[src/rtl/fpga_feature_engine.sv]
// Feature producer for the inference path: book imbalance via an 11-step restoring
// divider and a sliding-window trade count, published together on a feat_valid strobe.
module fpga_feature_engine #(
  parameter int SLOT_CYCLES = 250000,
  parameter int NUM_SLOTS   = 100
) (
  input  logic        clk,
  input  logic        rst,
  input  logic        bk_valid,
  output logic        bk_ready,
  input  logic [31:0] bid_vol,
  input  logic [31:0] ask_vol,
  input  logic        trade_pulse,
  output logic        feat_valid,
  output logic [15:0] book_imbalance_fixed,
  output logic [7:0]  trade_intensity
);

  localparam int SW = (SLOT_CYCLES > 1) ? $clog2(SLOT_CYCLES) : 1;
  localparam int PW = (NUM_SLOTS > 1) ? $clog2(NUM_SLOTS) : 1;
  localparam logic [SW-1:0] SLOT_LAST = SW'(SLOT_CYCLES - 1);
  localparam logic [PW-1:0] PTR_LAST  = PW'(NUM_SLOTS - 1);
  localparam logic [3:0]    ITER_LAST = 4'd10;

  typedef enum logic [1:0] {
    IDLE = 2'd0,
    DIV  = 2'd1,
    OUT  = 2'd2
  } state_t;

  // sliding window
  logic [SW-1:0]                slot_cnt;
  logic [PW-1:0]                ptr;
  logic [7:0]                   cur_cnt;
  logic [15:0]                  sum;
  logic [NUM_SLOTS-1:0][7:0]    ring;
  logic                         slot_end;

  // divider / publication
  state_t        state, nxt;
  logic [32:0]   den;
  logic [33:0]   rem, trial, rem_nxt;
  logic [10:0]   quo;
  logic          q_bit;
  logic [3:0]    iter;
  logic [7:0]    snap;

  assign slot_end = (slot_cnt == SLOT_LAST);

  // A pulse on the closing cycle seeds the new slot rather than the closing one.
  always_ff @(posedge clk or posedge rst) begin
    if (rst) begin
      slot_cnt <= '0;
      ptr      <= '0;
      cur_cnt  <= '0;
      sum      <= '0;
      ring     <= '0;
    end else if (slot_end) begin
      slot_cnt  <= '0;
      sum       <= sum - 16'(ring[ptr]) + 16'(cur_cnt);
      ring[ptr] <= cur_cnt;
      ptr       <= (ptr == PTR_LAST) ? '0 : ptr + PW'(1);
      cur_cnt   <= {7'd0, trade_pulse};
    end else begin
      slot_cnt <= slot_cnt + SW'(1);
      if (trade_pulse && cur_cnt != 8'hFF)
        cur_cnt <= cur_cnt + 8'd1;
    end
  end

  always_ff @(posedge clk or posedge rst) begin
    if (rst) state <= IDLE;
    else     state <= nxt;
  end

  always_comb begin
    nxt = state;
    case (state)
      IDLE:    if (bk_valid) nxt = DIV;
      DIV:     if (iter == ITER_LAST) nxt = OUT;
      OUT:     nxt = IDLE;
      default: nxt = IDLE;
    endcase
  end

  always_comb begin
    bk_ready = (state == IDLE);
  end

  // First step compares bid directly against D; later steps shift the remainder first.
  always_comb begin
    trial   = (iter == 4'd0) ? rem : {rem[32:0], 1'b0};
    q_bit   = (trial >= {1'b0, den});
    rem_nxt = q_bit ? (trial - {1'b0, den}) : trial;
  end

  always_ff @(posedge clk or posedge rst) begin
    if (rst) begin
      den                  <= '0;
      rem                  <= '0;
      quo                  <= '0;
      iter                 <= '0;
      snap                 <= '0;
      feat_valid           <= 1'b0;
      book_imbalance_fixed <= '0;
      trade_intensity      <= '0;
    end else begin
      feat_valid <= 1'b0;
      case (state)
        IDLE: if (bk_valid) begin
          den  <= {1'b0, bid_vol} + {1'b0, ask_vol};
          rem  <= {2'b00, bid_vol};
          quo  <= '0;
          iter <= '0;
          snap <= (sum > 16'd255) ? 8'hFF : sum[7:0];
        end
        DIV: begin
          rem  <= rem_nxt;
          quo  <= {quo[9:0], q_bit};
          iter <= iter + 4'd1;
        end
        OUT: begin
          // empty book reads as balanced
          book_imbalance_fixed <= (den == 33'd0) ? 16'd512 : {5'b00000, quo};
          trade_intensity      <= snap;
          feat_valid           <= 1'b1;
        end
        default: ;
      endcase
    end
  end

endmodule

[config.mk]
export PLATFORM = sky130hd
export DESIGN_NAME = fpga_feature_engine
export DESIGN_NICKNAME = d
export VERILOG_FILES = /design/src/rtl/fpga_feature_engine.sv
export SDC_FILE = /design/constraint.sdc
export NUM_CORES = 2
export LEC_CHECK = 0
export BUFFER_PORTS_ARGS = -buffer_cell sky130_fd_sc_hd__buf_2
export CAP_MARGIN = 30
export CELL_PAD_IN_SITES_DETAIL_PLACEMENT = 2
export CELL_PAD_IN_SITES_GLOBAL_PLACEMENT = 2
export CORE_ASPECT_RATIO = 1.4
export CORE_MARGIN = 1.5
export CORE_UTILIZATION = 48
export DETAILED_ROUTE_END_ITERATION = 16
export HOLD_SLACK_MARGIN = 0.12
export PLACE_DENSITY_LB_ADDON = 0.1
export SLEW_MARGIN = 20
export SYNTH_ARGS = -nofsm -noshare
export SYNTH_HDL_FRONTEND = slang
export SYNTH_SLANG_ARGS = --single-unit
export TNS_END_PERCENT = 100
[constraint.sdc]
create_clock -name clk -period 60.8 [get_ports clk]
set_clock_uncertainty 0.1 [all_clocks]
set_input_delay 6.08 -clock clk [delete_from_list [all_inputs] [get_ports clk]]
set_output_delay 6.08 -clock clk [all_outputs]
set_load 0.01 [all_outputs]
Word-level counts from Yosys, hierarchy flattened
Index checks and enable logic that the tools add are counted.
- memory bits (read-only): 0
- output and inout port bits: 26
- memories kept: 0
- word-level logic and storage cells: 166
- memory bits (writable): 0
- bits in registers: 966
- bits in latches: 0
- input bits: 68
- multiplexer cells: 23
- $lt $le $gt $ge: 4
- eq/ne operators: 8
- multiply operators: 0
- add/sub/neg operators: 8
- reduce and logical (&&, ||, !) cells: 10
- div/mod/pow operators: 0
- bitwise gates (word level): 0
- shifts and indexed selects: 0
- operator list (operator ; count):
    $bwmux W800 ; 1
    $mux W34 ; 3
    $pmux W34 S2 ; 1
    $bmux W8 S7 ; 1
    $demux W8 S7 ; 1
    $mux W8 ; 5
    $ge A34 B33 Y1 ; 1
    $sub A34 B33 Y34 ; 1
    $add A32 B32 Y33 ; 1
    $logic_not A33 Y1 ; 1
    $mux W11 ; 2
    $pmux W11 S2 ; 1
    $add A18 B1 Y18 const B ; 1
    $eq A18 B18 Y1 const B ; 1
    $mux W18 ; 1
    $add A16 B8 Y16 ; 1
    $gt A16 B8 Y1 const B ; 1
    $sub A16 B8 Y16 ; 1
    $add A8 B1 Y8 const B ; 1
    $lt A7 B8 Y1 const B ; 1
    $ne A8 B8 Y1 const B ; 1
    $pmux W4 S2 ; 1
    $add A7 B1 Y7 const B ; 1
    $eq A7 B7 Y1 const B ; 1
    other kinds (16) ; 22

Longest topological paths before layout
- word-level depth: 5
- depth in mapped cells: 26
- mapped depth without buffers: 22

Worst setup path before layout
Ideal clock, no wire load.
- kind: input-to-reg
- from: in bid_vol[0]
- to: reg den[32]
- stages: 12
- library setup time: 132 ps
- slack: 52434 ps
- arrival: 8134 ps
- required time: 60568 ps
- buffers on the path: 0
- cell sequence: ha_1 -> inv_1 -> fa_1 -> nor2b_1 -> o31a_1 -> o311ai_1 -> a311oi_1 -> a21bo_2 -> a311oi_1 -> o21ai_1 -> a211oi_1 -> a21oi_1
- word-level cells in the longest chain between the ends: 1
- ends and longest elaborated chain (what ; RTL line ; text):
    start, declared ; 11 ; input logic [31:0] bid_vol,
    $add A32 B32 Y33 ; 111 ; den <= {1'b0, bid_vol} + {1'b0, ask_vol};
    end signal, assigned ; 111 ;
    end, declared ; 41 ; logic [32:0] den;
Every way passes these cells.
A chain may end at the register's enable or synchronous reset.

==> results.md <==
* outcome: completed
* power density cells: 37.8 nW/um^2
* routed length on met3: 6870 um
* Worst Path Max Fanout: 188
* Cell Count Post-Placement: 5140
* layout filler cell count: 9276
* tightest hold margin: 376 ps
* number of cells in the finished layout apart from fillers: 5321
* setup_tns: 0 ps
* Post-Syn Area: 47900 um^2
* total number of yosys warnings: 0
* global-route usage over all layers: 32.3%
* clock insertion delay at the later pin of the skew report: 700 ps
* largest net degree at the start of global routing: 189
* number of buffers inserted to repair setup after CTS: 0
* number of vias in the routed layout: 33900
* port buffer count: 88
* leftover overflow at the end of global routing: 0
* CTS root buffer: clkbuf_16
* number of antenna diodes: 0
* clock input transition at the sequential cells of the worst setup and hold paths: 60 ps
* number of hold violations in the final report: 0
* DRT met1 WL: 63600 um
* final weighted congestion of routability-driven global placement: 0.884
* clock sinks: 961
* number of antenna violations at the first check in global routing: 2
* count of distinct cell types in the synthesized netlist: 86
* CTS Buf Count: 97
* transition time at the pin with the least slew margin: 1050 ps
* max frequency: 106 MHz
* number of rows in the core area: 137
* min-delay worst type: reg2reg
* relative slew slack: 29.7%
* area inside the core boundary: 99200 um^2
* share of synthesized flip-flops with an asynchronous set or reset: 100%
* number of cells upsized or downsized after cts: 0
* unrepaired setup endpoints after global routing: no
* via count of the first global-routing pass: 39200
* fraction of layout instances using a drive strength above 1: 33.0%
* uppermost signal routing layer after detailed routing: met5
* Top FF cell, synth: dfrtp_1
* nets@finish: 4094
* crit path DAT: 10220 ps
* top cells by area, synth: dfrtp_1 50%, mux2_2 20%, a22oi_1 4.5%, nor2_8 2.9%, ha_1 2.4%
* final setup violation count: 0
* Routed wire per std cell: 31.0 um
* Initial Utilization: 48.3%
* Bufs on Longest Clock Path: 3
* synth cell count leaders: 961 x dfrtp_1, 839 x mux2_2, 289 x a22oi_1
* Post-Route WL: 165000 um
* Slew Limit Fails: 0
* Mean Syn Cell Area: 12.2 um^2
* total of max-cap violations: 0
* count of nets left with antenna violations after detail routing: 0
* worst ir drop on vdd: 0.0000317 V
* sum of net half-perimeters after detailed placement: 105000 um
* flops & latches, synth: 961
* fraction of the cycle the final worst path needs: 15.6%
* sequential cell area fraction in the yosys report: 50.2%
* kind of launch point of the worst setup path: input port
* LEAKAGE: 26.0 nW
* via/cell ratio: 6.38
* hold buffer count at CTS: 0
* setup slack after placement: 50530 ps
* minimum setup slack in the final design: 51340 ps
* number of I/O pins: 94
* number of flops mapped to enable cells by yosys: 0
* DRT iter0 DRCs: 2155
* Post-route DRC: 0
* height of the chip: 377 um
* area delta synth->final: 10.5%
* Critical Path RT: 61560 ps
* length of routed met2 wiring: 86100 um
* Gate Count Post-Synth: 3915
* clock tree from TritonCTS: done
* overall die area: 102000 um^2
* Synth area leader: dfrtp_1
* drt first pass iters: 5
* CP endpoint kind: async pin
* share of Yosys cell area claimed by the top area cell type: 50.2%
* type of the worst setup path: in2async
* horizontal extent of the die: 270 um
* number of H-tree levels: 3
* library cell with the highest instance count after synthesis: dfrtp_1
* wire length of the first global-routing pass: 250000 um
* Min Clock Period, post-route: 9460 ps
==> flip-flops by register name, summed over array words and instances, names as in the netlist <==
name,flops
sum,16
rem,34
quo,11
slot_cnt,18
iter,4
book_imbalance_fixed,11
den,33
ring,800
snap,8
state,2
cur_cnt,8
feat_valid,1
ptr,7
trade_intensity,8
==> final cells by class <==
type,instances,area (um^2),share of cell area [%]
multi-input cells,2596,22400,42.2
repair buffers,168,1190,2.25
well taps,1320,1650,3.12
inverters,100,383,0.723
flip-flops and latches,961,24100,45.4
clock inverters,36,385,0.727
clock buffers,140,2940,5.54
==> where the power goes <==
part	internal [mW]	switching (mW)
registers	0.680	0.0430
logic	0.238	0.405
clock network	0.365	0.270
==> cells by family after synthesis <==
kind of cell	synth area share [%]
AO/OA/AOI/OAI	12.9
XOR/XNOR	1.50
buffers and inverters	3.36
AND/OR/NAND/NOR	9.03
other	0.00782
adder cells (fa/ha/maj)	2.82
flip-flops	50.2
multiplexers	20.2
==> stage by stage <==
step,utilization (%),cell area (um^2),power [mW]
final,53.4,53000,2.00
after global routing,53.4,53000,2.11
after CTS,53.3,52900,2.01
after detailed placement,49.9,49500,1.37
after global placement,49.8,49500,1.32
after floorplan,-,48000,1.19
==> cells in the final DEF, fill, tap and decap left out, types with 19 or more instances in the layout <==
cell type    n
a21o_1      26
a21oi_1    122
a221oi_1    46
a22o_1      53
a22oi_1    289
a31oi_1     28
a41oi_1     28
buf_2       92
buf_4       65
clkbuf_16  103
clkbuf_8    22
clkinv_2    19
dfrtp_1    952
ha_1        92
inv_1       98
mux2_2     839
mux2i_1     22
nand2_1    206
nand3_1     54
nand4_1     61
nor2_1      86
nor2_2      32
nor2_8      69
nor2b_1     21
nor3_1      21
o21ai_0    134
o22ai_1     22
xnor2_1     47
xor2_1      35
==> final timing paths <==
| path | from | end | slack (ps) | depth (start not counted) |
|---|---|---|---|---|
| max | rst | ring[29] | 51340 | 7 |
| max reg2reg | ptr[1] | sum[15] | 52690 | 22 |
| min reg2reg | trade_intensity[3] | trade_intensity[3] | 380 | 2 |
| min in group asynchronous | rst | slot_cnt[11] | 5420 | 2 |
| max in group clk | bid_vol[0] | den[32] | 52080 | 13 |
| min | trade_intensity[3] | trade_intensity[3] | 380 | 2 |
==> worst max-delay path, stage by stage <==
cell	delay, ps
buf_2	130
inv_8	530
buf_4	810
buf_4	750
buf_12	740
buf_4	530
buf_16	330
==> routing by layer <==
layer,GRT usage (%),up-vias
li1,-,14500
met1,36.8,18100
met2,59.0,909
met3,4.72,377
met4,16.0,4
met5,0,-
Note: power is estimated with default switching activity, not from simulation.
